## config.mk

```make
export PLATFORM = sky130hd
export DESIGN_NAME = audio_sample_packet_builder
export DESIGN_NICKNAME = d
export VERILOG_FILES = /design/src/rtl/audio_sample_packet_builder.sv
export SDC_FILE = /design/constraint.sdc
export NUM_CORES = 1
export LEC_CHECK = 0
export ABC_AREA = 0
export CORE_AREA = 4 4 228 230
export CTS_CLUSTER_DIAMETER = 30
export DETAILED_ROUTE_END_ITERATION = 16
export DIE_AREA = 0 0 232 234
export GPL_TIMING_DRIVEN = 0
export HOLD_SLACK_MARGIN = 0.08
export SYNTH_ARGS = -nofsm -noshare
export SYNTH_HDL_FRONTEND = slang
export SYNTH_SLANG_ARGS = --single-unit
```

## constraint.sdc

```tcl
create_clock -name clk_pixel -period 11.7 [get_ports clk_pixel]
set_input_delay 3.51 -clock clk_pixel [delete_from_list [all_inputs] [get_ports clk_pixel]]
set_output_delay 3.51 -clock clk_pixel [all_outputs]
set_load 0.1 [all_outputs]
```

## src/rtl/audio_sample_packet_builder.sv

```systemverilog
// Formats up to four stereo samples into one HDMI Audio Sample Packet (layout 0)
// with IEC 60958 V/U/C/P bits, and holds it until the packet scheduler acknowledges it.
module audio_sample_packet_builder #(
    parameter int unsigned BIT_WIDTH   = 16,
    parameter int unsigned CHANNELS    = 2,
    parameter int unsigned PARALLEL_IN = 4
) (
    input  logic                                              clk_pixel,
    input  logic                                              reset,
    input  logic [PARALLEL_IN-1:0][CHANNELS-1:0][BIT_WIDTH-1:0] audio_in,
    input  logic [2:0]                                        sample_count,
    input  logic                                              load,
    input  logic [191:0]                                      channel_status,
    output logic                                              in_ready,
    output logic                                              packet_valid,
    input  logic                                              packet_ack,
    output logic [23:0]                                       header,
    output logic [3:0][55:0]                                  sub,
    output logic [7:0]                                        frame_counter
);

    typedef enum logic [0:0] {EMPTY = 1'b0, FULL = 1'b1} state_t;

    state_t           r_state;
    logic [23:0]      r_header;
    logic [3:0][55:0] r_sub;
    logic [7:0]       r_fc;

    logic             w_accept;
    logic [2:0]       w_n;
    logic [3:0]       w_present;
    logic [3:0]       w_bstart;
    logic [3:0][7:0]  w_frame;
    logic [3:0][23:0] w_l24;
    logic [3:0][23:0] w_r24;
    logic [3:0]       w_c;
    logic [3:0]       w_pl;
    logic [3:0]       w_pr;
    logic [3:0][55:0] w_sub;
    logic [23:0]      w_header;
    logic [8:0]       w_fc_sum;
    logic [7:0]       w_fc_next;

    assign in_ready      = (r_state == EMPTY) || packet_ack;
    assign packet_valid  = (r_state == FULL);
    assign header        = r_header;
    assign sub           = r_sub;
    assign frame_counter = r_fc;

    assign w_n      = (sample_count > 3'd4) ? 3'd4 : sample_count;
    assign w_accept = load && in_ready && (sample_count != 3'd0);

    always_comb begin
        w_present = '0;
        w_bstart  = '0;
        w_frame   = '0;
        w_l24     = '0;
        w_r24     = '0;
        w_c       = '0;
        w_pl      = '0;
        w_pr      = '0;
        w_sub     = '0;
        for (int unsigned k = 0; k < 4; k++) begin
            // (frame_counter + k) mod 192 without a divider; frame_counter is always < 192
            w_frame[k[1:0]]   = (r_fc >= 8'(192 - k)) ? r_fc - 8'(192 - k) : r_fc + 8'(k);
            w_present[k[1:0]] = (k < 32'(w_n));
            w_bstart[k[1:0]]  = w_present[k[1:0]] && (w_frame[k[1:0]] == 8'd0);
            w_l24[k[1:0]]     = 24'(audio_in[k[1:0]][0]) << (24 - BIT_WIDTH);
            w_r24[k[1:0]]     = 24'(audio_in[k[1:0]][1]) << (24 - BIT_WIDTH);
            w_c[k[1:0]]       = channel_status[w_frame[k[1:0]]];
            w_pl[k[1:0]]      = (^w_l24[k[1:0]]) ^ w_c[k[1:0]];
            w_pr[k[1:0]]      = (^w_r24[k[1:0]]) ^ w_c[k[1:0]];
            if (w_present[k[1:0]]) begin
                w_sub[k[1:0]] = {w_pr[k[1:0]], w_c[k[1:0]], 2'b00,
                                 w_pl[k[1:0]], w_c[k[1:0]], 2'b00,
                                 w_r24[k[1:0]], w_l24[k[1:0]]};
            end
        end
        w_header = {w_bstart, 4'b0000, 4'b0000, w_present, 8'h02};
    end

    assign w_fc_sum  = {1'b0, r_fc} + {6'b0, w_n};
    assign w_fc_next = (w_fc_sum >= 9'd192) ? 8'(w_fc_sum - 9'd192) : w_fc_sum[7:0];

    always_ff @(posedge clk_pixel or posedge reset) begin
        if (reset) begin
            r_state  <= EMPTY;
            r_header <= '0;
            r_sub    <= '0;
            r_fc     <= '0;
        end else if (w_accept) begin
            r_state  <= FULL;
            r_header <= w_header;
            r_sub    <= w_sub;
            r_fc     <= w_fc_next;
        end else if ((r_state == FULL) && packet_ack) begin
            r_state  <= EMPTY;
        end
    end

endmodule

```

After elaboration in Yosys (flattened, before gate mapping)
Cells that the tools add are included.
- $add $sub $neg: 9
- magnitude comparators: 14
- muxes and demuxes: 20
- bitwise gates (word level): 9
- reductions and logical operators: 22
- operators by type and width (operator ; number):
    $mux W56 ; 4
    $reduce_xor A24 Y1 ; 8
    $mux W8 ; 5
    $sub A8 B8 Y8 const B ; 5
    $lt A8 B9 Y1 const B ; 4
    $bmux W1 S8 ; 4
    $ge A8 B8 Y1 const B ; 4
    $logic_not A8 Y1 ; 4
    $add A8 B2 Y8 const B ; 2
    $add A8 B3 Y9 ; 1
    $ge A9 B8 Y1 const B ; 1
    $add A8 B1 Y8 const B ; 1
    $xor A1 B1 Y1 ; 8
    $logic_and A1 B1 Y1 ; 7
    $lt A1 B3 Y1 const A ; 2
    $lt A2 B3 Y1 const A ; 2
    $mux W1 ; 6
    $gt A3 B3 Y1 const B ; 1
    $mux W3 ; 1
    $reduce_bool A3 Y1 ; 1
    $reduce_bool A2 Y1 ; 1
    $logic_or A1 B1 Y1 ; 1
    $not A1 Y1 ; 1
- register bits after elaboration: 242
- input port bits: 327
- output and inout port bits: 258
- logic and storage cells: 81

Logic depth before layout (Yosys ltp)
- word-level depth: 6
- mapped depth: 18
- depth with buffers taken out: 12

Least setup slack after synthesis
Ideal clock, no wire load.
- kind: input-to-output
- start point: input port packet_ack
- end point: output port in_ready
- data arrival time: 4.300 ns
- required time: 8.190 ns
- path slack: 3.890 ns
- cell stages on the path: 1
- buffers on the path: 0
- cell sequence: nand2b_1
- longest elaborated chain between the ends: 1
- ends and longest elaborated chain (item ; line ; text):
    start: declaration ; 16 ; input logic packet_ack,
    $logic_or A1 B1 Y1 ; 44 ; assign in_ready = (r_state == EMPTY) || packet_ack;
    end: declaration ; 14 ; output logic in_ready,
No other way between the ends.

Final worst setup path
Ends and elaborated chain as after synthesis.

==> key figures <==
Status
  • Status: finished clean

Timing
  • Clock skew: about 0.011 ns
  • Relative slew margins: 3.94%
  • Crit share post-route: 76.2%
  • Setup-failing EPs final: 0
  • Final Hold Violating Endpoints: 0
  • Min Tclk post-route: about 9 ns
  • Final WS setup: roughly 2.8 ns
  • Max Slew Vio Count: 0
  • Max Fclk: around 110 MHz
  • RSZ-0062 raised after global routing: false
  • Setup tns final: 0 ns
  • Slew @ Worst Pin: 1.43 ns

Critical path
  • CP Data Required Time: 8.19 ns
  • Worst r2r path cells: 17
  • Critical path's most frequent cell: clkdlybuf4s50_1
  • Worst setup SP type: primary input
  • Number of cells on the critical path: 3
  • R2r setup slk: 5.49 ns
  • Crit. End Element: output port
  • Worst path top cell family by delay: buffers and inverters
  • FF-to-FF Start: frame_counter[0]
  • CP max FO: 4
  • Crit-path max cell delay: 1.19 ns
  • Critical Path Slowest Stage Cell: clkdlybuf4s50_1
  • Critical path class: in -> out
  • CP arrival: 5.40 ns
  • Critical Path Source: packet_ack
  • Worst path bufs/invs: 2
  • Cell Chain, Critical Path: clkdlybuf4s50_1, nand2b_1, clkdlybuf4s50_1

Logic synthesis
  • Largest family of logic cells by synthesized area: multiplexers
  • Mux cell area share after synthesis: 28.3%
  • Post-Synthesis Cells: 1469
  • XOR/XNOR Fraction of Synth Area: approximately a tenth
  • Number of flops mapped to enable cells by yosys: 0
  • Adder-cell share of the synthesized area: 1.49%
  • Library cells used by synthesis: 69
  • Seq cells post-synth: 158
  • YS warnings: 0
  • Sequential share of the synthesized area: 26.2%
  • Avg Cell Area, Syn: 10.3 µm²
  • Most used DFF post-synth: dfrtp_1
  • Post-synthesis compound-gate area fraction: approximately 12%
  • Synthesized cell area: 15100 µm²
  • Post-synthesis simple-gate area fraction: 13.3%
  • Asr flop ratio synth: 100%

Routing
  • DR iter-0 viols: 1672
  • WL per Instance: 27.0 µm
  • WL final: 74500 µm
  • Via density: 5.57
  • Vias: 15.3k
  • DR DRC count: 0
  • 1st-pass router iterations: 6
  • Final ANT Viol Nets: 0

Clock tree
  • Post-CTS Setup Bufs: 0
  • Clock Latency Late Sink: approximately 0.44 ns
  • CTS tree: done
  • Worst-path clk slew: 0.06 ns
  • Sink Count: 158
  • H-tree depth: 4
  • Hold_buf cts: 0
  • Post-cts gate resize count: 0
  • Number of buffers created by CTS: 17
  • Clk root buf: clkbuf_16
  • Max clock buf depth: 2

Floorplanning
  • Top Ports: approximately 590
  • Die ar.: 54300 µm²
  • Initial core utilization: 30.3%
  • Chip width: 232 µm
  • Die height: 234 µm
  • Core footprint: roughly 50000 µm²
  • Std-Cell Rows: 82

Layout
  • Layout cells sized above 1: 17.6%
  • Final #Nets: between 2k and 2.5k
  • P&R area growth vs syn: 44.3%
  • Filler cells: slightly below 5k
  • FF/Latch Area: 3950 µm²
  • Number of antenna repair diodes: 0
  • Multi-input logic area: a little over 10000 µm²

Global routing
  • Initial antenna violation count: 2
  • GRT Total Usage: 26.2%
  • Gr ovfl total: 0
  • First-pass GRT wire length: roughly 110000 µm
  • Number of global-route vias before repair: 15.6k
  • Largest net degree at the start of global routing: ~110

Power and ir drop
  • Worst VDD drop: roughly 0.15 mV
  • Lkg Pwr: between 8 and 9 nW
  • PD cells: ~300 nW/µm²
  • Power Total: 6.35 mW

Job
  • Max Cap Viol: 0

Worst hold path
  • Worst min path class: reg -> reg
  • Min-delay src: header[1]
  • Hold depth: 1

Placed design
  • Worst slack at placement: 2.79 ns
  • IO buf count: around 500
  • HPWL after DPL: 59600 µm
  • GPL Wtd Cong: around 1.0
==> flip-flops by register name (all words and copies together), names as in the netlist <==
name,cells
header,9
sub,140
frame_counter,8
packet_valid,1
==> layout by cell type (no fill, tap or decap), drive strengths merged, types with 9 or more instances in the layout <==
cell type	n
and3	10
o21ai	28
xor2	18
clkbuf	73
nand4	28
nor3	13
a211oi	9
nor2	43
buf	162
xnor2	139
mux4	167
a22o	98
nand3	44
conb	95
a31oi	15
inv	9
and2	10
dfrtp	158
clkdlybuf4s50	489
nand2	282
mux2i	47
a21oi	22
ha	14
==> worst paths after layout <==
| kind | endpoint |
|---|---|
| max | in_ready |
| max in group asynchronous | sub[181] |
| min in group asynchronous | sub[129] |
| min | header[1] |
| max reg2reg | sub[222] |
| min reg2reg | header[1] |
==> synthesized netlist by cell type, drive strengths merged (3+ instances only) <==
master	n	share of area, %
ha	14	1.2
xor2	18	1.2
o311ai	3	0.22
clkbuf	53	1.3
nor2	43	1.1
maj3	3	0.20
nand4	28	1.2
mux4	167	25
inv	7	0.17
xnor2	139	8.2
a31oi	15	0.62
a2111oi	7	0.41
and4	3	0.17
nand2b	6	0.25
and3	10	0.41
nand3	44	1.5
nor4	6	0.25
dfrtp	158	26
a21o	4	0.20
mux2i	47	3.1
o221ai	3	0.17
nand2	282	7.0
a21oi	22	0.73
a311oi	7	0.41
a22o	98	5.7
nand3b	3	0.15
o2111ai	6	0.35
a32oi	6	0.35
and2	10	0.41
buf	161	7.8
o21ai	28	0.93
nor2b	6	0.25
a211oi	9	0.45
nor3	13	0.43
o211ai	6	0.30
mux2	4	0.30
o41ai	3	0.17
==> logic make-up after synthesis <==
kind of cell    Yosys count
fa+ha+maj                18
buf+inv                 223
simple gates            459
xor+xnor                157
mux                     218
flops                   158
compound gates          235
other cells               1
==> report_power, final <==
part / internal, mW / switching [mW] / leakage, nW
logic: 1.76 / 3.32 / 6.55
clock network: 0.300 / 0.249 / 0.265
registers: 0.643 / 0.0851 / 2.01
total: 2.70 / 3.65 / 8.82
==> layout make-up <==
cell class / count / share of cell area [%]
clock inverters: 11 / 0.517
inverters: 9 / 0.190
plain buffers: 214 / 6.30
repair buffers: 490 / 22.6
multi-input cells: 1182 / 46.3
well taps: 672 / 3.86
clock buffers: 20 / 2.05
flip-flops and latches: 158 / 18.2
==> metal layers <==
| metal | wire length [µm] | share of wire [%] | vias up | global-route usage, % |
|---|---|---|---|---|
| met5 | 20 | 0.027 | - | 0 |
| met4 | 2670 | 3.6 | 4 | 8.84 |
| met3 | 8440 | 11 | 186 | 8.67 |
| met2 | 35300 | 47 | 1059 | 42.7 |
| met1 | 28100 | 38 | 7582 | 33.1 |
| li1 | - | - | 6515 | - |
==> stage by stage <==
step,std cells,instance area [µm²],hold WS [ns],util [%]
2_1_floorplan,1563,15400,0.957,-
3_3_place_gp,2724,21200,0.450,42.5
3_5_place_dp,2725,21200,0.452,42.6
4_1_cts,2756,21800,0.469,43.7
5_1_grt,2756,21800,0.491,43.7
6_report,2756,21800,0.465,43.7
(Power assumes the default switching activity.)
==> edit: new RTL, same settings <==
Put one more register stage on the output `frame_counter`, cleared by the reset. The value now appears one clock later. The other outputs are not delayed to match.
--- a/src/rtl/audio_sample_packet_builder.sv
+++ b/src/rtl/audio_sample_packet_builder.sv
@@ -46,5 +46,11 @@
     assign header        = r_header;
     assign sub           = r_sub;
-    assign frame_counter = r_fc;
+    always_ff @(posedge clk_pixel or posedge reset) begin
+        if (reset) begin
+            frame_counter <= '0;
+        end else begin
+            frame_counter <= r_fc;
+        end
+    end
 
     assign w_n      = (sample_count > 3'd4) ? 3'd4 : sample_count;
Check against the original RTL: not equivalent (a bounded check fails within 4 cycles, from zero or initial values and one cycle with reset high).
==> edit against the original RTL <==
Wire length decreased by 8.4%. Maximum frequency is 0.54% lower. Setup slack worse by 49 ps. Clock power grew 7.8%. Sequential share of layout area grew 0.60 points. First-iteration DRC count decreased by 16%. Design area grew 1.7%. Sequential cell count increased by 8. Cell count is 5.8% lower. Power increased by 1.4%. Synthesized cell count shrank 11%. Synthesized area is 1.9% higher. Hold slack lost 78 ps. Sequential power is 5.8% higher. Critical endpoint unchanged. Largest power group unchanged.
==> edit: results (changes against the original RTL) <==
[run_status]
status = finished, final reports clean

[logic_synthesis]
ys_seq_elements = 166  ; +5.1%
ys_types = 83  ; +20%
synth_compound_area_share_pct = 11.4  ; -0.60 points
netlist_top_cells_area = dfrtp_1 (27%), mux4_2 (24%), xnor2_1 (7.5%), a22o_1 (5.6%), buf_4 (5.6%)
netlist_top_cells_count = dfrtp_1 (166), mux4_2 (162), xnor2_1 (131), buf_4 (114), a22o_1 (99)
synthXorXnorAreaFrac_pct = 9.22  ; -0.11 points
synthCells = 1305  ; -11%
seq_area_frac_synth_pct = 27.0  ; +0.81 points

[power_and_ir_drop]
p_per_area_mw_per_mm2 = 291  ; -0.32%
p_leak_nw = 8.82  ; about the same
pwr-share-seq_pct = 12.0  ; +0.5 points
p_switching_mw = 3.52  ; -3.7%
ir_worst_vdd_mv = 0.141  ; -5.0%
p_clk_share_pct = 9.2  ; +0.5 points

[floorplan]
start_util_pct = 30.9  ; +0.58 points

[global_route]
use_met3_pct = 6.12  ; -2.6 points
use_met2_pct = 40.4  ; -2.2 points
grt_pass1_vias = 14600  ; -6.5%
track_usage_pct = 24.1  ; -2.1 points
grt_max_degree = 90  ; -14%

[detailed_routing]
vias = 14500  ; -5.8%
finalWirelength_um = 68300  ; -8.4%
first_iter_violations = 1403  ; -16%
wl_met1_um = 26000  ; -7.5%
wl_per_cell_um = 26.3  ; -2.7%
met3_length_um = 6490  ; -23%
dr.pass1.iters = 5  ; -1

[final_layout]
seqCellArea_mm2 = 0.00415  ; +5.1%
areaGrowthSynthToFinish_pct = 43.9
buffer_area_share_pct = 28.5  ; -0.41 points
nFillCells = 4785  ; -1.5%
n_all_buffers = 696  ; -1.1%
nClkBuffers = 17  ; -15%
inverters = 14  ; +5

[placement]
dp_hpwl_um = 54900  ; -7.8%
placed_cell_area_mm2 = 0.0215  ; +1.5%
placed_cells = 2563  ; -5.9%
place.gp.congestion = 0.967  ; -3.5%

[sta]
clock_skew_ps = 16.1  ; +5.11 ps
slew_headroom_pct = 13.9  ; +9.9 points

[cts]
cts_root_buf = clkbuf_16

[worst_setup_path]
crit_slowest_cell = clkdlybuf4s50_1

[edit: cell types whose count changed in the layout (fill, tap and decap cells not counted), moves of 9 or more]
| cell | unedited run | this run |
|---|---|---|
| clkbuf_1 | 55 | 38 |
| mux2_2 | 4 | 48 |
| mux2i_1 | 47 | 77 |
| mux4_1 | 0 | 13 |
| nand2_1 | 282 | 92 |
| nand3_1 | 44 | 24 |
| nand4_1 | 28 | 10 |
| nor2_1 | 43 | 33 |
| nor3b_1 | 0 | 9 |
| o21ai_0 | 25 | 11 |
| xor2_1 | 17 | 26 |
[edit: worst paths after layout]
kind | endpoint | start | slack, ps | cells after the start
min reg2reg | frame_counter[5] | r_fc[5] | 390 | 0
max in group asynchronous | sub[54] | reset | 7260 | 3
min | frame_counter[5] | r_fc[5] | 390 | 0
max reg2reg | sub[219] | r_fc[1] | 6440 | 16
min in group asynchronous | sub[95] | reset | 3550 | 2
max | in_ready | packet_ack | 2740 | 3
